===== src/rtl/hilo_muldiv_unit_if.sv =====
// Execute-stage bundle between the pipeline and the HI/LO multiply/divide unit.
// The pipeline side is the master; the unit is the slave.
interface hilo_muldiv_unit_if #(
    parameter int WIDTH = 32
);
    logic [7:0]       aluopE;
    logic [WIDTH-1:0] srcaE;
    logic [WIDTH-1:0] srcbE;
    logic             flushE;
    logic             stallE;
    logic             stall_divE;
    logic [WIDTH-1:0] hilo_resultE;
    logic [WIDTH-1:0] hi_o;
    logic [WIDTH-1:0] lo_o;

    modport master (
        output aluopE, srcaE, srcbE, flushE, stallE,
        input  stall_divE, hilo_resultE, hi_o, lo_o
    );

    modport slave (
        input  aluopE, srcaE, srcbE, flushE, stallE,
        output stall_divE, hilo_resultE, hi_o, lo_o
    );
endinterface


===== src/rtl/hilo_muldiv_unit.sv =====
// HI/LO owner: single-cycle MULT/MULTU, MT/MF moves, and a radix-2 restoring divider.
// A divide holds stall_divE for issue + WIDTH busy cycles; flushE cancels anything in flight.
module hilo_muldiv_unit #(
    parameter int WIDTH = 32
) (
    input  logic              clk,
    input  logic              rst,
    hilo_muldiv_unit_if.slave bus
);
    localparam logic [7:0] EXE_MFHI_OP  = 8'b0001_0000;
    localparam logic [7:0] EXE_MTHI_OP  = 8'b0001_0001;
    localparam logic [7:0] EXE_MFLO_OP  = 8'b0001_0010;
    localparam logic [7:0] EXE_MTLO_OP  = 8'b0001_0011;
    localparam logic [7:0] EXE_MULT_OP  = 8'b0001_1000;
    localparam logic [7:0] EXE_MULTU_OP = 8'b0001_1001;
    localparam logic [7:0] EXE_DIV_OP   = 8'b0001_1010;
    localparam logic [7:0] EXE_DIVU_OP  = 8'b0001_1011;

    localparam int CW = $clog2(WIDTH);

    typedef enum logic [1:0] {IDLE, BUSY, DONE} state_t;

    state_t               state_q;
    logic [WIDTH-1:0]     hi_q;
    logic [WIDTH-1:0]     lo_q;
    logic [WIDTH-1:0]     divisor_q;
    logic [2*WIDTH-1:0]   work_q;
    logic [CW-1:0]        cnt_q;
    logic                 quo_neg_q;
    logic                 rem_neg_q;

    logic is_mult, is_multu, is_div, is_divu, is_mthi, is_mtlo, is_divop;
    assign is_mult  = (bus.aluopE == EXE_MULT_OP);
    assign is_multu = (bus.aluopE == EXE_MULTU_OP);
    assign is_div   = (bus.aluopE == EXE_DIV_OP);
    assign is_divu  = (bus.aluopE == EXE_DIVU_OP);
    assign is_mthi  = (bus.aluopE == EXE_MTHI_OP);
    assign is_mtlo  = (bus.aluopE == EXE_MTLO_OP);
    assign is_divop = is_div | is_divu;

    // Sign-extending both operands to 2*WIDTH makes the low 2*WIDTH bits of an
    // unsigned multiply equal to the signed product.
    logic [2*WIDTH-1:0] mul_a, mul_b, prod_d;
    assign mul_a  = is_multu ? {{WIDTH{1'b0}}, bus.srcaE} : {{WIDTH{bus.srcaE[WIDTH-1]}}, bus.srcaE};
    assign mul_b  = is_multu ? {{WIDTH{1'b0}}, bus.srcbE} : {{WIDTH{bus.srcbE[WIDTH-1]}}, bus.srcbE};
    assign prod_d = mul_a * mul_b;

    logic             a_neg, b_neg;
    logic [WIDTH-1:0] a_mag, b_mag;
    assign a_neg = is_div & bus.srcaE[WIDTH-1];
    assign b_neg = is_div & bus.srcbE[WIDTH-1];
    assign a_mag = a_neg ? -bus.srcaE : bus.srcaE;
    assign b_mag = b_neg ? -bus.srcbE : bus.srcbE;

    // One restoring step: shift {rem,quo} left, trial-subtract the divisor from
    // the WIDTH+1-bit partial remainder, keep it if it did not go negative.
    logic [WIDTH:0]       partial, diff;
    logic                 fits;
    logic [2*WIDTH-1:0]   work_d;
    logic [WIDTH-1:0]     quo_d, rem_d;
    assign partial = work_q[2*WIDTH-1:WIDTH-1];
    assign diff    = partial - {1'b0, divisor_q};
    assign fits    = ~diff[WIDTH];
    assign work_d  = {(fits ? diff[WIDTH-1:0] : partial[WIDTH-1:0]), work_q[WIDTH-2:0], fits};
    assign quo_d   = quo_neg_q ? -work_d[WIDTH-1:0] : work_d[WIDTH-1:0];
    assign rem_d   = rem_neg_q ? -work_d[2*WIDTH-1:WIDTH] : work_d[2*WIDTH-1:WIDTH];

    assign bus.stall_divE   = ~bus.flushE & ((state_q == BUSY) | ((state_q == IDLE) & is_divop));
    assign bus.hilo_resultE = (bus.aluopE == EXE_MFHI_OP) ? hi_q :
                              (bus.aluopE == EXE_MFLO_OP) ? lo_q : '0;
    assign bus.hi_o = hi_q;
    assign bus.lo_o = lo_q;

    always_ff @(posedge clk) begin
        if (rst) begin
            state_q   <= IDLE;
            hi_q      <= '0;
            lo_q      <= '0;
            divisor_q <= '0;
            work_q    <= '0;
            cnt_q     <= '0;
            quo_neg_q <= 1'b0;
            rem_neg_q <= 1'b0;
        end else if (bus.flushE) begin
            state_q <= IDLE;
        end else begin
            case (state_q)
                IDLE: begin
                    if (is_divop) begin
                        quo_neg_q <= a_neg ^ b_neg;
                        rem_neg_q <= a_neg;
                        work_q    <= {{WIDTH{1'b0}}, a_mag};
                        divisor_q <= b_mag;
                        cnt_q     <= '0;
                        // Divide by zero leaves HI/LO alone and stalls only the issue cycle.
                        state_q   <= (bus.srcbE == '0) ? DONE : BUSY;
                    end else if (is_mult | is_multu) begin
                        hi_q <= prod_d[2*WIDTH-1:WIDTH];
                        lo_q <= prod_d[WIDTH-1:0];
                    end else if (is_mthi) begin
                        hi_q <= bus.srcaE;
                    end else if (is_mtlo) begin
                        lo_q <= bus.srcaE;
                    end
                end
                BUSY: begin
                    work_q <= work_d;
                    cnt_q  <= cnt_q + 1'b1;
                    if (cnt_q == CW'(WIDTH - 1)) begin
                        hi_q    <= rem_d;
                        lo_q    <= quo_d;
                        state_q <= DONE;
                    end
                end
                DONE: begin
                    // The divide op is still in E while stalled elsewhere; do not relaunch it.
                    if (!bus.stallE) begin
                        state_q <= IDLE;
                    end
                end
                default: state_q <= IDLE;
            endcase
        end
    end
endmodule


===== src/flat_wrapper.sv =====
// flat-port wrapper written by rule: the top's interface ports become plain ports
module hilo_muldiv_unit_flat 
#(
    parameter int WIDTH = 32
)
  (clk, rst, bus_aluopE, bus_srcaE, bus_srcbE, bus_flushE, bus_stallE, bus_stall_divE, bus_hilo_resultE, bus_hi_o, bus_lo_o);
  hilo_muldiv_unit_if #(.WIDTH(WIDTH)) bus_i ();
  input  logic clk;
  input  logic rst;
  input wire logic [$bits(bus_i.aluopE)-1:0] bus_aluopE;
  input wire logic [$bits(bus_i.srcaE)-1:0] bus_srcaE;
  input wire logic [$bits(bus_i.srcbE)-1:0] bus_srcbE;
  input wire logic [$bits(bus_i.flushE)-1:0] bus_flushE;
  input wire logic [$bits(bus_i.stallE)-1:0] bus_stallE;
  output wire logic [$bits(bus_i.stall_divE)-1:0] bus_stall_divE;
  output wire logic [$bits(bus_i.hilo_resultE)-1:0] bus_hilo_resultE;
  output wire logic [$bits(bus_i.hi_o)-1:0] bus_hi_o;
  output wire logic [$bits(bus_i.lo_o)-1:0] bus_lo_o;
  assign bus_i.aluopE = bus_aluopE;
  assign bus_i.srcaE = bus_srcaE;
  assign bus_i.srcbE = bus_srcbE;
  assign bus_i.flushE = bus_flushE;
  assign bus_i.stallE = bus_stallE;
  assign bus_stall_divE = bus_i.stall_divE;
  assign bus_hilo_resultE = bus_i.hilo_resultE;
  assign bus_hi_o = bus_i.hi_o;
  assign bus_lo_o = bus_i.lo_o;
  hilo_muldiv_unit #(.WIDTH(WIDTH)) u_core (.clk(clk), .rst(rst), .bus(bus_i));
endmodule

===== config.mk =====
export PLATFORM = sky130hd
export DESIGN_NAME = hilo_muldiv_unit_flat
export DESIGN_NICKNAME = d
export VERILOG_FILES = /design/src/rtl/hilo_muldiv_unit_if.sv /design/src/rtl/hilo_muldiv_unit.sv /design/src/flat_wrapper.sv
export SDC_FILE = /design/constraint.sdc
export NUM_CORES = 2
export LEC_CHECK = 0
export BUFFER_PORTS_ARGS = -buffer_cell sky130_fd_sc_hd__clkbuf_2
export CAP_MARGIN = 0
export CORE_ASPECT_RATIO = 0.8
export CORE_MARGIN = 3
export CORE_UTILIZATION = 25
export CTS_BUF_LIST = sky130_fd_sc_hd__clkbuf_2
export DETAILED_ROUTE_END_ITERATION = 12
export SLEW_MARGIN = 10
export SYNTH_ARGS = -nofsm -noshare
export SYNTH_HDL_FRONTEND = slang
export SYNTH_SLANG_ARGS = --single-unit

===== constraint.sdc =====
create_clock -name clk -period 29.9 [get_ports clk]
set_input_delay 5.98 -clock clk [delete_from_list [all_inputs] [get_ports clk]]
set_output_delay 5.98 -clock clk [all_outputs]
set_load 0.02 [all_outputs]

# Word-level counts from Yosys, hierarchy flattened
# Index checks and enable logic that the tools add are counted.
# word_totals
regBits	169
output_inout_bits	97
inputBits	76
# classes
multipliers	1
bitwise	10
n_mux	29
n_addsub	6
eq_ne	18
reduce_logical	9
# ops
op	n
two-way mux 32 bit	16
two-way mux 64 bit	3
negator 32 bit	4
one-hot mux 32 bit (2 select lines)	2
one-hot mux 64 bit (2 select lines)	1
== test 8 x 5 -> 1 bit, second input constant	8
multiplier 64 x 64 -> 64 bit	1
subtractor 33 x 32 -> 33 bit	1
zero test 32 bit	1
one-hot mux 5 bit (2 select lines)	1
AND reduction 3 bit	3
two-way mux 2 bit	4
inequality test 2 bit, second input constant	3
inequality test 3 x 2 -> 1 bit, second input constant	2
one-hot mux 2 bit (3 select lines)	1
AND reduction 6 bit	1
adder 5 x 1 -> 5 bit, second input constant	1
== test 5 bit, second input constant	1
two-way mux 5 bit	1
AND reduction 5 bit	1
bitwise AND 1 bit	4
inequality test 3 bit, second input constant	1
OR 1 bit	3
== test 2 x 1 -> 1 bit, second input constant	1
other kinds (7)	8

# Logic depth before layout (Yosys ltp)
# depth
depth_word	6
depth_mapped	41
mapped_depth_nobuf	38

# Least setup slack after synthesis
# Ideal clock, no wire load.
# synth_timing
path_type	input port to flip-flop
startpoint	in bus_aluopE[7]
endpoint	reg u_core.hi_q[31], in the netlist u_core.bus.hi_o[31]
arrival_time_ps	16086
setup_ps	70
path_stages	37
t_required_ps	29830
setup_slack_ps	13744
cell_sequence	or4_1 -> clkbuf_1 -> nor3b_1 -> nand2_1 -> clkbuf_1 -> clkbuf_1 -> and3_1 -> fa_1 -> inv_1 -> fa_1 -> inv_1 -> fa_1 -> inv_1 -> fa_1 -> inv_1 -> fa_1 -> fa_1 -> fa_1 -> fa_1 -> fa_1 -> inv_1 -> fa_1 -> inv_1 -> ha_1 -> clkbuf_1 -> nand3_1 -> nor2_1 -> nand3_1 -> a211o_1 -> o211a_1 -> a2111oi_0 -> o21ai_0 -> o21ai_0 -> mux2i_1 -> a21oi_1 -> or4b_1 -> a21oi_1
# synth_via
elab_chain_len	6
# synth_lines
element	line_no	source
start, declared	flat_wrapper.sv:10	input wire logic [$bits(bus_i.aluopE)-1:0] bus_aluopE;
== test 8 x 5 -> 1 bit	hilo_muldiv_unit.sv:34	assign is_multu = (bus.aluopE == EXE_MULTU_OP);
two-way mux 64 bit, on equally long branches	hilo_muldiv_unit.sv:44, hilo_muldiv_unit.sv:45	
multiplier 64 x 64 -> 64 bit	hilo_muldiv_unit.sv:46	assign prod_d = mul_a * mul_b;
two-way mux 32 bit	hilo_muldiv_unit.sv:97	end else if (is_mult | is_multu) begin
two-way mux 32 bit	hilo_muldiv_unit.sv:89	if (is_divop) begin
one-hot mux 32 bit (2 select lines)	hilo_muldiv_unit.sv:87	case (state_q)
end signal, assigned	hilo_muldiv_unit.sv:98	hi_q <= prod_d[2*WIDTH-1:WIDTH];
end signal, assigned	hilo_muldiv_unit.sv:101	hi_q <= bus.srcaE;
end signal, assigned	hilo_muldiv_unit.sv:110	hi_q <= rem_d;
end, declared	hilo_muldiv_unit.sv:24	logic [WIDTH-1:0] hi_q;
# Parallel ways exist; a longest one is shown, timed or not. The select of a mux whose other input is x is not followed.
# A chain may end at the register's enable or synchronous reset.

# Worst setup path in the final report
# layout_timing
startpoint	in bus_aluopE[6]
endpoint	reg u_core.hi_q[31], in the netlist u_core.bus.hi_o[31]
# Same word-level chain as after synthesis.

==> impl_metrics.toml <==
[clocking]
postCtsHoldBufs = 0
worstSkewPairLatency_ns = 0.86
clk_pin_slew_worst_paths_ns = 0.28
post_cts.repair.setup_buffers = 0
tritoncts_clock_tree = "built"
cts_inserted_buffers = 17
cts_sinks = 169
clock_tree.buffer_depth = 2
cts-resized-gates = 0
cts_htree_levels = 4
clock_tree_root_buffer_cell = "sky130_fd_sc_hd__clkbuf_2"

[timing]
hold_viol_final = 0
finalWorstSetupSlack_ns = 12.70
timing.final.crit_period_ns = 17.20
setup_violations_final = 0
relSlewSlack_pct = 12.5
final_min_period_over_clock_period_pct = 57.5
fin_tns_setup_ns = 0
worst-slew-pin-transition_ns = 1.28
max_clock_freq_mhz = 58.2
finClkSkew_ns = 0.0617
rsz0062_at_grt = "false"
slew_viol_final = 0

[place]
globalplace.congestion = 0.952
placement.setup.worst_slack_ns = 12.01
io_buffers = 172
hpwl_dp_microns = 158000

[synthesis]
asyncSetResetFlopFracSynth_pct = 0
syn-cell-area_sq_um = 60100
synth_top_area_share_pct = 47.3
synth.avg_cell_area_sq_um = 8.76
synth.ff_latch_count = 169
synth-edff-count = 0
yosysSeqAreaShare_pct = 5.63
mappedNetlistNets = 8700
post_synth_inst_count = 6858
synth-warning-count = 0
number_of_distinct_library_cells_after_synthesis = 95
yosys.cell_count.top_type = "sky130_fd_sc_hd__inv_1"
synth.largest_area_cell = "sky130_fd_sc_hd__fa_1"
synth.cells.most_frequent = "sky130_fd_sc_hd__inv_1 (1589), sky130_fd_sc_hd__fa_1 (1420), sky130_fd_sc_hd__nand2_1 (932)"
synth.area.top_cells = "sky130_fd_sc_hd__fa_1 (47%), sky130_fd_sc_hd__inv_1 (9.9%), sky130_fd_sc_hd__ha_1 (7.2%), sky130_fd_sc_hd__nand2_1 (5.8%), sky130_fd_sc_hd__dfxtp_1 (5.6%)"
synth_flop_type = "sky130_fd_sc_hd__dfxtp_1"

[drt]
via_count = 46834
totalWireLength_microns = 198000
drc_violations = 0
final_antenna_net_count = 0
detail_route.first_pass.iterations = 9
via_per_inst = 4.72
drt-initial-drc-count = 4264
avgRoutedWirePerCell_microns = 20.0

[floorplan]
horizontal_extent_of_the_die_microns = 554
num_io_pins = 173
effective_utilization_at_floorplan_pct = 25.2
core_area_sq_um = 238000
die-area_sq_um = 246000
chipHeight_microns = 444
floorplan.rows = 160

[grt]
pin_count_of_the_biggest_net_entering_global_routing = 98
grt_remaining_overflow = 0
first_global_vias = 49407
antenna_found_initial = 22
wire_length_of_the_first_global_routing_pass_microns = 306000
track_usage_pct = 16.1

[setup_path]
critical_path.max_stage_delay_ns = 0.98
cp_slowest_cell = "sky130_fd_sc_hd__fa_1"
critPathMaxFanout = 30
worst_setup_path_end_kind = "register"
cp-start-kind = "primary input"
crit_buf_inv = 10
setup.worst_path.class = "primary input to register"
critical_path_arrival_ns = 17.98
critical_path.top_delay_family = "adder cells"
crit_top_cell = "sky130_fd_sc_hd__fa_1"
data_required_time_of_the_worst_path_ns = 30.68

[final_layout]
area.sequential_sq_um = 3380
share_of_layout_cells_above_drive_strength_1_pct = 5.07
area_growth_pct = 7.16
multi_input_area_sq_um = 49200
final.fill_count = 25546
num-nets-final = 8573

[min_path]
hp-class = "register to register"

[status]
outcome = "finished clean"

[job]
cap_viol_max_count = 0
==> layout by cell type, fill, tap and decap left out, types with 13 or more instances in the layout <==
cell / n
sky130_fd_sc_hd__nand2b_1: 23
sky130_fd_sc_hd__nor2_1: 258
sky130_fd_sc_hd__and3_1: 37
sky130_fd_sc_hd__o21ai_0: 141
sky130_fd_sc_hd__clkbuf_2: 188
sky130_fd_sc_hd__a31oi_1: 22
sky130_fd_sc_hd__or4_1: 15
sky130_fd_sc_hd__nor3_1: 45
sky130_fd_sc_hd__a22oi_1: 14
sky130_fd_sc_hd__dfxtp_1: 169
sky130_fd_sc_hd__o211ai_1: 60
sky130_fd_sc_hd__o31ai_1: 25
sky130_fd_sc_hd__nand4_1: 20
sky130_fd_sc_hd__a311oi_1: 13
sky130_fd_sc_hd__fa_1: 1420
sky130_fd_sc_hd__xnor2_1: 147
sky130_fd_sc_hd__buf_4: 90
sky130_fd_sc_hd__o21a_1: 16
sky130_fd_sc_hd__nand2_1: 931
sky130_fd_sc_hd__a22o_1: 35
sky130_fd_sc_hd__o21bai_1: 18
sky130_fd_sc_hd__a21oi_1: 229
sky130_fd_sc_hd__and2_1: 372
sky130_fd_sc_hd__a211oi_1: 57
sky130_fd_sc_hd__or3_1: 27
sky130_fd_sc_hd__inv_1: 1589
sky130_fd_sc_hd__a21o_1: 58
sky130_fd_sc_hd__ha_1: 346
sky130_fd_sc_hd__nand3_1: 28
sky130_fd_sc_hd__xor2_1: 98
sky130_fd_sc_hd__nor4_1: 21
sky130_fd_sc_hd__mux2i_1: 19
sky130_fd_sc_hd__a222oi_1: 24
==> worst min-delay path: stages, from the launching register on <==
cell and delay, ns:
sky130_fd_sc_hd__dfxtp_1 0.39, sky130_fd_sc_hd__nand2_1 0.06, sky130_fd_sc_hd__a21oi_1 0.05
==> per-layer routing <==
| layer | track usage, % | up-vias | wire [microns] |
|---|---|---|---|
| met5 | 0 | - | 23 |
| met1 | 22.4 | 24160 | 86000 |
| met2 | 25.3 | 2029 | 87600 |
| li1 | - | 20389 | - |
| met3 | 2.94 | 252 | 17700 |
| met4 | 4.96 | 4 | 6790 |
==> cell families (layout without fill, tap and decap cells) <==
| family | Yosys count | count (layout) | share of synthesized area (%) |
|---|---|---|---|
| other cells | 0 | 9 | 0 |
| compound gates | 818 | 818 | 9.08 |
| simple gates | 1838 | 1838 | 14.3 |
| flops | 169 | 169 | 5.63 |
| buf+inv | 1999 | 1885 | 12.5 |
| xor+xnor | 245 | 245 | 3.57 |
| fa+ha+maj | 1768 | 1768 | 54.6 |
| mux | 21 | 21 | 0.354 |
==> path summary, 6_finish.rpt <==
| kind | start | endpoint | slack [ns] | cells past startpoint |
|---|---|---|---|---|
| max | bus_aluopE[6] | u_core.bus.hi_o[31] | 12.70 | 39 |
| max reg2reg | u_core.divisor_q[0] | u_core.bus.hi_o[26] | 23.63 | 22 |
| min reg2reg | u_core.bus.hi_o[8] | u_core.bus.hi_o[8] | 0.50 | 2 |
| min | u_core.bus.hi_o[8] | u_core.bus.hi_o[8] | 0.50 | 2 |
==> cell type report <==
cell class | instances | share of cell area (%)
Antenna cell | 9 | 0.0350
Clock buffer | 17 | 0.132
Clock inverter | 15 | 0.315
Inverter | 1591 | 9.28
Multi-Input combinational cell | 4690 | 76.4
Sequential cell | 169 | 5.26
Tap cell | 3159 | 6.14
Timing Repair Buffer | 262 | 2.40
==> sequential cells by signal, summed over array words and instances, names as in the netlist <==
signal / cells
u_core.state_q: 2
u_core.work_q: 64
u_core.bus.hi_o: 32
u_core.rem_neg_q: 1
u_core.divisor_q: 32
u_core.quo_neg_q: 1
u_core.cnt_q: 5
u_core.bus.lo_o: 32
==> stage by stage <==
stage,util [%],cell area (sq um),hold WS [ns],instances
6_report,27.0,64400,0.495,9912
5_1_grt,27.0,64400,0.514,9906
4_1_cts,27.0,64400,0.488,9903
3_5_place_dp,26.9,64100,0.462,9871
3_3_place_gp,26.9,64100,0.444,9871
2_1_floorplan,-,60100,0.432,6858
Power is left out: the tool's default activity adds up to more than one toggle a clock period on the data nets, which glitch-free logic cannot reach.
